**src/rtl/vga_pkg.sv**
```systemverilog
// Shared constants, FSM state type and line-base helper for the VGA framebuffer arbiter.
package vga_pkg;

    localparam int H_PIXELS       = 640;
    localparam int V_LINES        = 480;
    localparam int DATA_W         = 12;
    localparam int ADDR_W         = 19;
    localparam int WR_SLOT_PERIOD = 8;
    localparam int SLOT_W         = $clog2(WR_SLOT_PERIOD);
    localparam int X_W            = 10;
    localparam int LB_ADDR_W      = X_W + 1;

    typedef enum logic [1:0] {
        IDLE,
        FETCH,
        DRAIN
    } arb_state_t;

    // 640 = 512 + 128, so the default geometry needs only two shifts and an adder.
    function automatic logic [ADDR_W-1:0] line_base(input logic [8:0] idx);
        logic [ADDR_W-1:0] w;
        w = ADDR_W'(idx);
        if (H_PIXELS == 640)
            return (w << 9) + (w << 7);
        else
            return w * ADDR_W'(H_PIXELS);
    endfunction

endpackage

```
**src/rtl/vga_fb_fetch_ctr.sv**
```systemverilog
// Line fetch address generator: x counter, base adder and the two-stage
// pipeline that turns an issued RAM read into a line-buffer write.
import vga_pkg::*;

module vga_fb_fetch_ctr (
    input  logic                 CLK,
    input  logic                 RST_N,
    input  logic                 start,
    input  logic [8:0]           line_idx,
    input  logic                 issue,
    output logic [ADDR_W-1:0]    fetch_addr,
    output logic                 last,
    output logic                 lb_we,
    output logic [LB_ADDR_W-1:0] lb_addr
);

    logic [ADDR_W-1:0] base;
    logic [X_W-1:0]    x;
    logic              bank;
    logic              pend_valid;
    logic [X_W-1:0]    pend_x;

    assign fetch_addr = base + ADDR_W'(x);
    assign last       = (x == X_W'(H_PIXELS - 1));

    // pend_* tracks the read whose address is on the RAM bus; its data
    // arrives one cycle later, which is when the line-buffer write fires.
    always_ff @(posedge CLK or negedge RST_N) begin
        if (!RST_N) begin
            base       <= '0;
            x          <= '0;
            bank       <= 1'b0;
            pend_valid <= 1'b0;
            pend_x     <= '0;
            lb_we      <= 1'b0;
            lb_addr    <= '0;
        end else begin
            if (start) begin
                base <= line_base(line_idx);
                x    <= '0;
                bank <= line_idx[0];
            end else if (issue) begin
                x <= x + X_W'(1);
            end

            pend_valid <= issue;
            if (issue)
                pend_x <= x;

            lb_we <= pend_valid;
            if (pend_valid)
                lb_addr <= {bank, pend_x};
        end
    end

endmodule

```
**src/rtl/vga_fb_arbiter.sv**
```systemverilog
// Single-port framebuffer arbiter: display line prefetch has priority, the pixel
// writer takes every free slot. Define VGA_FB_ARB_WR_SLOT_EN for writer guard slots during fetch.
import vga_pkg::*;

module vga_fb_arbiter (
    input  logic                 CLK,
    input  logic                 RST_N,
    input  logic                 LINE_REQ,
    input  logic [8:0]           LINE_IDX,
    output logic                 LINE_BUSY,
    output logic                 LINE_DONE,
    output logic                 ERR,
    input  logic                 ERR_CLR,
    input  logic                 WR_REQ,
    input  logic [ADDR_W-1:0]    WR_ADDR,
    input  logic [DATA_W-1:0]    WR_DATA,
    output logic                 WR_ACK,
    output logic [ADDR_W-1:0]    MEM_ADDR,
    output logic                 MEM_WE,
    output logic [DATA_W-1:0]    MEM_WDATA,
    input  logic [DATA_W-1:0]    MEM_RDATA,
    output logic                 LB_WE,
    output logic [LB_ADDR_W-1:0] LB_ADDR,
    output logic [DATA_W-1:0]    LB_DATA
);

    arb_state_t        state;
    logic              accept;
    logic              bad_req;
    logic              guard;
    logic              fetch_owns;
    logic              wr_grant;
    logic [ADDR_W-1:0] fetch_addr;
    logic              fetch_last;

    assign LB_DATA = MEM_RDATA;

    assign accept  = LINE_REQ && (state == IDLE) && !LINE_BUSY && (LINE_IDX < 9'(V_LINES));
    assign bad_req = LINE_REQ && !accept;

`ifdef VGA_FB_ARB_WR_SLOT_EN
    logic [SLOT_W-1:0] slot_cnt;

    assign guard = (state == FETCH) && (slot_cnt == SLOT_W'(WR_SLOT_PERIOD - 1));

    // Free-running within a fetch so every WR_SLOT_PERIOD-th slot is offered to the writer.
    always_ff @(posedge CLK or negedge RST_N) begin
        if (!RST_N)
            slot_cnt <= '0;
        else if (state != FETCH)
            slot_cnt <= '0;
        else if (slot_cnt == SLOT_W'(WR_SLOT_PERIOD - 1))
            slot_cnt <= '0;
        else
            slot_cnt <= slot_cnt + SLOT_W'(1);
    end
`else
    assign guard = 1'b0;
`endif

    assign fetch_owns = (state == FETCH) && !(guard && WR_REQ);
    assign wr_grant   = WR_REQ && !fetch_owns;

    vga_fb_fetch_ctr u_fetch_ctr (
        .CLK        (CLK),
        .RST_N      (RST_N),
        .start      (accept),
        .line_idx   (LINE_IDX),
        .issue      (fetch_owns),
        .fetch_addr (fetch_addr),
        .last       (fetch_last),
        .lb_we      (LB_WE),
        .lb_addr    (LB_ADDR)
    );

    // LINE_BUSY stays high through the LINE_DONE cycle and drops on the next edge.
    always_ff @(posedge CLK or negedge RST_N) begin
        if (!RST_N) begin
            state     <= IDLE;
            MEM_ADDR  <= '0;
            MEM_WE    <= 1'b0;
            MEM_WDATA <= '0;
            WR_ACK    <= 1'b0;
            LINE_BUSY <= 1'b0;
            LINE_DONE <= 1'b0;
            ERR       <= 1'b0;
        end else begin
            WR_ACK    <= wr_grant;
            LINE_DONE <= 1'b0;

            if (fetch_owns) begin
                MEM_ADDR <= fetch_addr;
                MEM_WE   <= 1'b0;
            end else if (wr_grant) begin
                MEM_ADDR  <= WR_ADDR;
                MEM_WDATA <= WR_DATA;
                MEM_WE    <= 1'b1;
            end else begin
                MEM_WE <= 1'b0;
            end

            if (bad_req)
                ERR <= 1'b1;
            else if (ERR_CLR)
                ERR <= 1'b0;

            case (state)
                IDLE: begin
                    if (accept) begin
                        state     <= FETCH;
                        LINE_BUSY <= 1'b1;
                    end else if (LINE_DONE) begin
                        LINE_BUSY <= 1'b0;
                    end
                end
                FETCH: begin
                    if (fetch_owns && fetch_last)
                        state <= DRAIN;
                end
                DRAIN: begin
                    state     <= IDLE;
                    LINE_DONE <= 1'b1;
                end
                default: state <= IDLE;
            endcase
        end
    end

endmodule
```
**config.mk**
```make
export PLATFORM = sky130hd
export DESIGN_NAME = vga_fb_arbiter
export DESIGN_NICKNAME = d
export VERILOG_FILES = /design/src/rtl/vga_pkg.sv /design/src/rtl/vga_fb_fetch_ctr.sv /design/src/rtl/vga_fb_arbiter.sv
export SDC_FILE = /design/constraint.sdc
export NUM_CORES = 1
export LEC_CHECK = 0
export CAP_MARGIN = 20
export CORE_MARGIN = 10
export CORE_UTILIZATION = 41
export DETAILED_ROUTE_END_ITERATION = 10
export PLACE_DENSITY_LB_ADDON = 0.25
export SLEW_MARGIN = 20
export SYNTH_ARGS = -nofsm -noshare
export SYNTH_HDL_FRONTEND = slang
export SYNTH_SLANG_ARGS = --single-unit
```
**constraint.sdc**
```tcl
create_clock -name CLK -period 2.1 [get_ports CLK]
set_input_delay 0.21 -clock CLK [delete_from_list [all_inputs] [get_ports CLK]]
set_output_delay 0.21 -clock CLK [all_outputs]
set_load 0.03 [all_outputs]
```
==> results of run 1 <==
==> final cells by class <==
class,count,area [sq um]
fillers,839,4230
flip-flops and latches,82,2050
multi-input cells,251,1680
repair buffers,101,1000
well taps,129,161
clock buffers,10,128
inverters,10,42.5
clock inverters,5,32.5
==> where the power goes <==
group,switching [mW],internal [mW],total [mW]
registers,0.000911,1.58,1.58
clock network,0.548,0.419,0.967
logic,0.114,0.129,0.243
==> timing repair <==
action / in CTS / in global routing
hold buffers: 1 / 0
endpoints found under the hold margin: 43 / 0
endpoints found under the setup margin: 0 / 0
gates resized for setup: 0 / 0
==> registers in the layout (all words and copies together), names as in the netlist, 2 cells and up <==
signal and cells:
u_fetch_ctr.x 10, MEM_ADDR 19, u_fetch_ctr.base 12, MEM_WDATA 12, state 2, u_fetch_ctr.pend_x 10
u_fetch_ctr.lb_addr 11
==> final timing paths <==
kind	start	cells after the start	end	slack [ns]
max	u_fetch_ctr.x[7]$_DFFE_PN0P_	8	MEM_ADDR[13]$_DFFE_PN0P_	0.25
min	RST_N	2	MEM_ADDR[5]$_DFFE_PN0P_	0.40
max reg2reg	u_fetch_ctr.x[7]$_DFFE_PN0P_	8	MEM_ADDR[13]$_DFFE_PN0P_	0.25
min reg2reg	u_fetch_ctr.pend_x[7]$_DFFE_PN0P_	2	u_fetch_ctr.pend_x[7]$_DFFE_PN0P_	0.47
max in group asynchronous	RST_N	3	MEM_ADDR[11]$_DFFE_PN0P_	1.09
min in group CLK	MEM_RDATA[6]	0	LB_DATA[6]	0.42
==> cells by family after synthesis <==
kind of cell             count (synthesis)
AO/OA/AOI/OAI                           68
adder cells (fa/ha/maj)                 13
XOR/XNOR                                20
AND/OR/NAND/NOR                        117
multiplexers                            33
flip-flops                              82
buffers and inverters                   38
==> per-stage QoR <==
stage                     std cells   util  setup TNS, ns  setup slack, ns  total power, mW
after floorplan                 371      -              0            0.444             1.75
after global placement          572  0.529        -0.0382          -0.0382             1.85
after detailed placement        572  0.529         -0.136          -0.0858             1.86
after CTS                       588  0.547              0            0.244             2.82
after global routing            588  0.547              0           0.0771             2.92
final                           588  0.547              0            0.248             2.79
==> routing by layer <==
| layer | part of all wire | track usage | routed length (um) | vias up |
|---|---|---|---|---|
| met5 | 0 | 0 | 0 | - |
| met4 | 0.014 | 0.0479 | 125 | 0 |
| met3 | 0.051 | 0.0307 | 462 | 12 |
| met2 | 0.47 | 0.208 | 4250 | 76 |
| met1 | 0.46 | 0.170 | 4210 | 1370 |
| li1 | - | - | - | 1434 |
==> worst max-delay path: cells and delay by family, from the launching register on <==
family	cells	cell delay (ns)
fa+ha+maj	2	0.57
xor+xnor	1	0.16
simple gates	1	0.12
flops	1	0.46
compound gates	2	0.32
buf+inv	2	0.15
==> cell usage in the layout, fill, tap and decap left out, types with 9 or more instances in the layout <==
cell type / Yosys / layout
sky130_fd_sc_hd__a211oi_1: 12 / 12
sky130_fd_sc_hd__a21oi_1: 16 / 16
sky130_fd_sc_hd__clkbuf_8: 0 / 9
sky130_fd_sc_hd__clkdlybuf4s50_1: 0 / 91
sky130_fd_sc_hd__dfrtp_1: 82 / 82
sky130_fd_sc_hd__ha_1: 11 / 11
sky130_fd_sc_hd__inv_1: 9 / 9
sky130_fd_sc_hd__mux2_2: 23 / 23
sky130_fd_sc_hd__mux2i_1: 10 / 10
sky130_fd_sc_hd__nand2_1: 68 / 68
sky130_fd_sc_hd__nor2_1: 14 / 14
sky130_fd_sc_hd__nor2b_1: 12 / 12
sky130_fd_sc_hd__o21ai_0: 28 / 28
sky130_fd_sc_hd__xor2_1: 15 / 15
==> metrics, run 1 <==
primary flip-flop cell chosen by synthesis mapping sky130_fd_sc_hd__dfrtp_1; post-synthesis share of cell area spent on full adders, half adders and majority gates 0.0450; count of antenna diodes in the layout 0; shortest clock period the worst path allows after layout 1.85 ns; post-place instance area 4930 sq um; xor and xnor fraction of the mapped netlist area 0.0444; gate count of the mapped netlist 371; clock root buffer master sky130_fd_sc_hd__clkbuf_8; antenna viol nets, final 0; fraction of synthesized area in multiplexers 0.0910; pin count of the biggest net entering global routing 45; largest family of logic cells by synthesized area simple AND/OR/NAND/NOR gates; ordered list of cells on the worst path ha_1 -> inv_1 -> fa_1 -> inv_1 -> a21o_1 -> nand4_1 -> xor2_1 -> a21oi_1; half-perimeter wire length after placement 6880 um; worst setup path category reg2reg; proportion of netlist area held by the largest area contributor 0.520; endpoints failing setup 0; DRC errors left 0; WHS 0.402 ns; # clock sinks 82; CTS tree done; initial antenna violation count 0; initial cell density of the core 0.423; top cells by count, synth 82 x sky130_fd_sc_hd__dfrtp_1, 68 x sky130_fd_sc_hd__nand2_1, 28 x sky130_fd_sc_hd__o21ai_0; synthesized-area fraction occupied by ao, oa, aoi and oai cells 0.105; clk_skew 0.0114 ns; Worst Hold Class in2async; total via count in the routed design roughly 2900; RSZ-0062 raised after global routing false; number of slew-limit violations in the final report 0; routed wire length per instance 15.4 um; share of synthesized area occupied by flip-flops and latches 0.520; detailed-route vias per instance 4.92; maximum clock frequency 0.540 GHz; IO buf count 92; signed area change from the synthesized netlist to the final layout 29.2%; Avg Cell Area, Syn between 10 and 15 sq um; via count of the first global-routing pass 3058; number of enable flip-flop cells after synthesis 0; global-route wire length before repair 15600 um; relative slew slack 0.622; area fraction in and, or, nand and nor cells after synthesis 0.141; highest cell delay on the worst timing path 0.46 ns; outcome finished, final reports clean; Syn Std Cell Area 3950 sq um; GRT Residual Overflow 0; Synth cell types 39; Most Frequent Cell on Critical Path sky130_fd_sc_hd__inv_1; clock slew at the register clock pins of the worst setup and hold paths 0.08 ns; first-iteration detailed-routing DRC count 139; total nets after synthesis 441; layout cells sized above 1 0.111; buffer count from post-CTS setup fixing 0; total detailed-routing wirelength between 9000 and 10000 um; post-route fraction of the period consumed by the critical path 0.882; post-synthesis sequential element count a little over 80; transition time at the pin with the least slew margin ~0.57 ns; FFs w/ async S/R, synth 1.00; data required time at the worst endpoint 2.36 ns; number of rows created at floorplan 35; floorplan die height between 100 and 150 um; CP Max Fanout 6; final net count around 530; Die Outline Area 13900 sq um; buffers from clock root to sink, at most 2; element type at the critical path end flop; critical path launch point type flop; DIE WIDTH 118 um; most used standard cell by instance count after synthesis sky130_fd_sc_hd__dfrtp_1; overall global routing resource usage 0.131; Fin. Hold Viols 0; number of clock buffers inserted by TritonCTS 9; Data arrival, critical path 2.11 ns; Core ar. between 9000 and 10000 sq um; # H-tree levels 3; Area contributors post-synth sky130_fd_sc_hd__dfrtp_1 52%, sky130_fd_sc_hd__mux2_2 6.6%, sky130_fd_sc_hd__nand2_1 6.5%; # Max-Cap Violations 0; Pre-antenna DRT Iters 4; Crit-path slowest cell sky130_fd_sc_hd__dfrtp_1; leakage power 2.30 nW; total power divided by cell area between 500 and 600 nW/um^2; post-route standard cell area excluding fillers between 5000 and 6000 sq um; worst vdd rail ir drop 0.360 mV; area leader, netlist sky130_fd_sc_hd__dfrtp_1; number of top-level pins 117; Yosys warning count 0; clock latency at the later pin of the worst-skew pair about 0.34 ns; GP Congestion 0.818
No activity file was read; power rests on OpenSTA's default activity.
==> inputs of run 2 (changes only) <==
Settings changed: GPL_TIMING_DRIVEN set to 0.
==> run 2 against run 1 <==
Register-to-register slack hardly changed. Flip-flop and latch count unchanged. Setup slack got worse by 0.070 ns. Non-clock buffer count is 33 higher. Core utilization up 3.1 points. First-iteration DRC count down 3.6%. Count of clock-buffer cells in the layout fell by 1.
==> metrics, run 2 (synthesis gave the netlist of run 1 again) <==
clock slew at the register clock pins of the worst setup and hold paths 0.08 ns (about the same); overall power of the completed layout 3.04 mW (+8.8%); signed area change from the synthesized netlist to the final layout 36.5%; number of rows created at floorplan 35 (unchanged); # H-tree levels 3 (unchanged); RSZ-0062 raised after global routing false; core utilization of the finished layout 0.577 (+0.0307); Fin. Hold Viols 0 (unchanged); Crit-path slowest cell sky130_fd_sc_hd__clkdlybuf4s50_1; top cell family by delay on the critical path adder cells; # Max-Cap Violations 0 (unchanged); data required time at the worst endpoint 2.36 ns (about the same); overall global routing resource usage 0.139 (+0.00770); met3 track demand over resource 0.0317 (+0.000959); layout cells sized above 1 0.134 (+0.0228); top library cells by usage in the layout, fill and taps aside 103 x sky130_fd_sc_hd__clkdlybuf4s50_1, 82 x sky130_fd_sc_hd__dfrtp_1, 68 x sky130_fd_sc_hd__nand2_1, 28 x sky130_fd_sc_hd__o21ai_0, 23 x sky130_fd_sc_hd__mux2_2; DIE WIDTH 118 um (unchanged); buffers plus inverters on the worst setup path 2 (unchanged); final sum of negative setup slack 0 ns (unchanged); antenna viol nets, final 0 (unchanged); routed wire length per instance 15.5 um (+0.98%); Worst Hold Class in2async; relative slew slack 0.609 (-0.0135); count of antenna diodes in the layout 0 (unchanged); initial antenna violation count 0 (unchanged); buffer count from post-CTS setup fixing 0 (unchanged); endpoints failing setup 0 (unchanged); Top Usage Layer GRT met2; total power divided by cell area 563 nW/um^2 (+3.0%); final net count 558 (+6.3%); initial cell density of the core 0.423 (unchanged); CTS tree done; clock latency at the later pin of the worst-skew pair 0.35 ns (about the same); reg2reg setup slack 0.25 ns (about the same); pin count of the biggest net entering global routing 53 (+18%); global-route wire length before repair 16200 um (+4.0%); Die Outline Area 13900 sq um (unchanged); GRT Residual Overflow 0 (unchanged); clk_skew 0.00601 ns (-0.00542 ns); half-perimeter wire length after placement 7490 um (+8.8%); number of slew-limit violations in the final report 0 (unchanged); register with the most flip-flops MEM_ADDR; met1 usage in global routing 0.174 (+0.00460); Pre-antenna DRT Iters 4 (unchanged); met2 Resource Use GR 0.226 (+0.0177); Largest regs MEM_ADDR (19), MEM_WDATA (12), u_fetch_ctr.base (12); Largest register FFs 19 (unchanged); buffers from clock root to sink, at most 2 (unchanged); most common library cell in the layout ignoring fill and taps sky130_fd_sc_hd__clkdlybuf4s50_1; maximum clock frequency 0.520 GHz (-3.6%); ordered list of cells on the worst path clkdlybuf4s50_1 -> ha_1 -> inv_1 -> fa_1 -> nor2b_1 -> o31a_1 -> o21a_1 -> nor3_1 -> o31ai_2; detailed-route vias per instance 4.88 (-0.76%); element type at the critical path end flop; shortest clock period the worst path allows after layout 1.92 ns (+0.0697 ns); number of clock buffers inserted by TritonCTS 9 (unchanged); Core ar. 9330 sq um (unchanged); Resized Gates After CTS 0 (unchanged); floorplan die height 118 um (unchanged); critical register-to-register path endpoint MEM_ADDR[18]$_DFFE_PN0P_; clock root buffer master sky130_fd_sc_hd__clkbuf_8; GP Congestion 0.816 (-0.23%); outcome finished, final reports clean; highest cell delay on the worst timing path 0.50 ns (+0.04 ns); Data arrival, critical path 2.19 ns (+0.08 ns); critical path launch point type input port; IO buf count 104 (+13%); CP Max Fanout 3 (-3); total detailed-routing wirelength 9660 um (+6.8%); # clock sinks 82 (unchanged); DRC errors left 0 (unchanged); post-route fraction of the period consumed by the critical path 0.915 (+0.0332); worst vdd rail ir drop 0.341 mV (-5.4%); RR Startpoint u_fetch_ctr.x[8]$_DFFE_PN0P_; total via count in the routed design 3036 (+5.0%); transition time at the pin with the least slew margin 0.587 ns (+0.0202 ns); first-iteration detailed-routing DRC count 134 (-3.6%); leakage power 2.43 nW (+5.9%); worst setup path category in2reg; via count of the first global-routing pass 3272 (+7.0%); total of hold buffers inserted after clock tree synthesis 1 (unchanged); FF-to-FF path depth 6 (-2); number of top-level pins 117 (unchanged)
-- run 2: cell count changes in the layout (fill, tap and decap cells not counted), moves of 2 or more --
| cell | delta |
|---|---|
| sky130_fd_sc_hd__buf_2 | +6 |
| sky130_fd_sc_hd__buf_4 | +6 |
| sky130_fd_sc_hd__clkbuf_1 | +7 |
| sky130_fd_sc_hd__clkdlybuf4s50_1 | +12 |
| sky130_fd_sc_hd__clkinv_2 | -2 |
| sky130_fd_sc_hd__clkinv_4 | +2 |
-- run 2: routing by layer --
metal / wire length [um] / vias up
li1: - / 1497
met1: 4420 / 1451
met4: 114 / 0
met3: 483 / 9
met5: 0 / -
met2: 4650 / 79
-- run 2: worst register-to-register path: cells and delay by family (launching register included) --
kind | cells | cell delay (ns)
AND/OR/NAND/NOR | 1 | 0.19
AO/OA/AOI/OAI | 3 | 0.60
XOR/XNOR | 1 | 0.17
flip-flops | 1 | 0.44
adder cells (fa/ha/maj) | 1 | 0.31
-- run 2: metrics by stage --
stage               hold WS, ns  cells  worst slack [ns]  area [sq um]
floorplan               -0.0856    371             0.444          3950
detailed placement        0.174    605            -0.163          5170
global placement          0.395    604             -2.06          5150
global route              0.355    622            0.0218          5390
CTS                       0.333    622             0.207          5390
finish                    0.328    622             0.178          5390
-- run 2: power by group --
group / internal (mW) / total, mW / switching [mW]
Clock: 0.557 / 1.15 / 0.592
Combinational: 0.160 / 0.307 / 0.146
Sequential: 1.58 / 1.58 / 0.000936
-- run 2: cell type report --
class	instances	area (sq um)
clock inverters	7	78.8
well taps	129	161
repair buffers	106	1080
inverters	10	42.5
multi-input cells	251	1680
plain buffers	28	169
fillers	856	3940
clock buffers	9	124
flip-flops and latches	82	2050
-- run 2: worst max path at each step --
stage / slack [ns] / end / cells after the start / startpoint
6_report: 0.18 / u_fetch_ctr.base[15]$_DFFE_PN0P_ / 9 / LINE_IDX[0]
3_5_place_dp: -0.16 / u_fetch_ctr.base[15]$_DFFE_PN0P_ / 9 / LINE_IDX[0]
4_1_cts: 0.21 / u_fetch_ctr.base[15]$_DFFE_PN0P_ / 9 / LINE_IDX[0]
2_1_floorplan: 0.44 / MEM_ADDR[13]$_DFFE_PN0P_ / 8 / u_fetch_ctr.x[7]$_DFFE_PN0P_
3_3_place_gp: -2.06 / MEM_WDATA[8]$_DFFE_PN0P_ / 1 / RST_N
5_1_grt: 0.02 / MEM_ADDR[13]$_DFFE_PN0P_ / 8 / u_fetch_ctr.x[7]$_DFFE_PN0P_
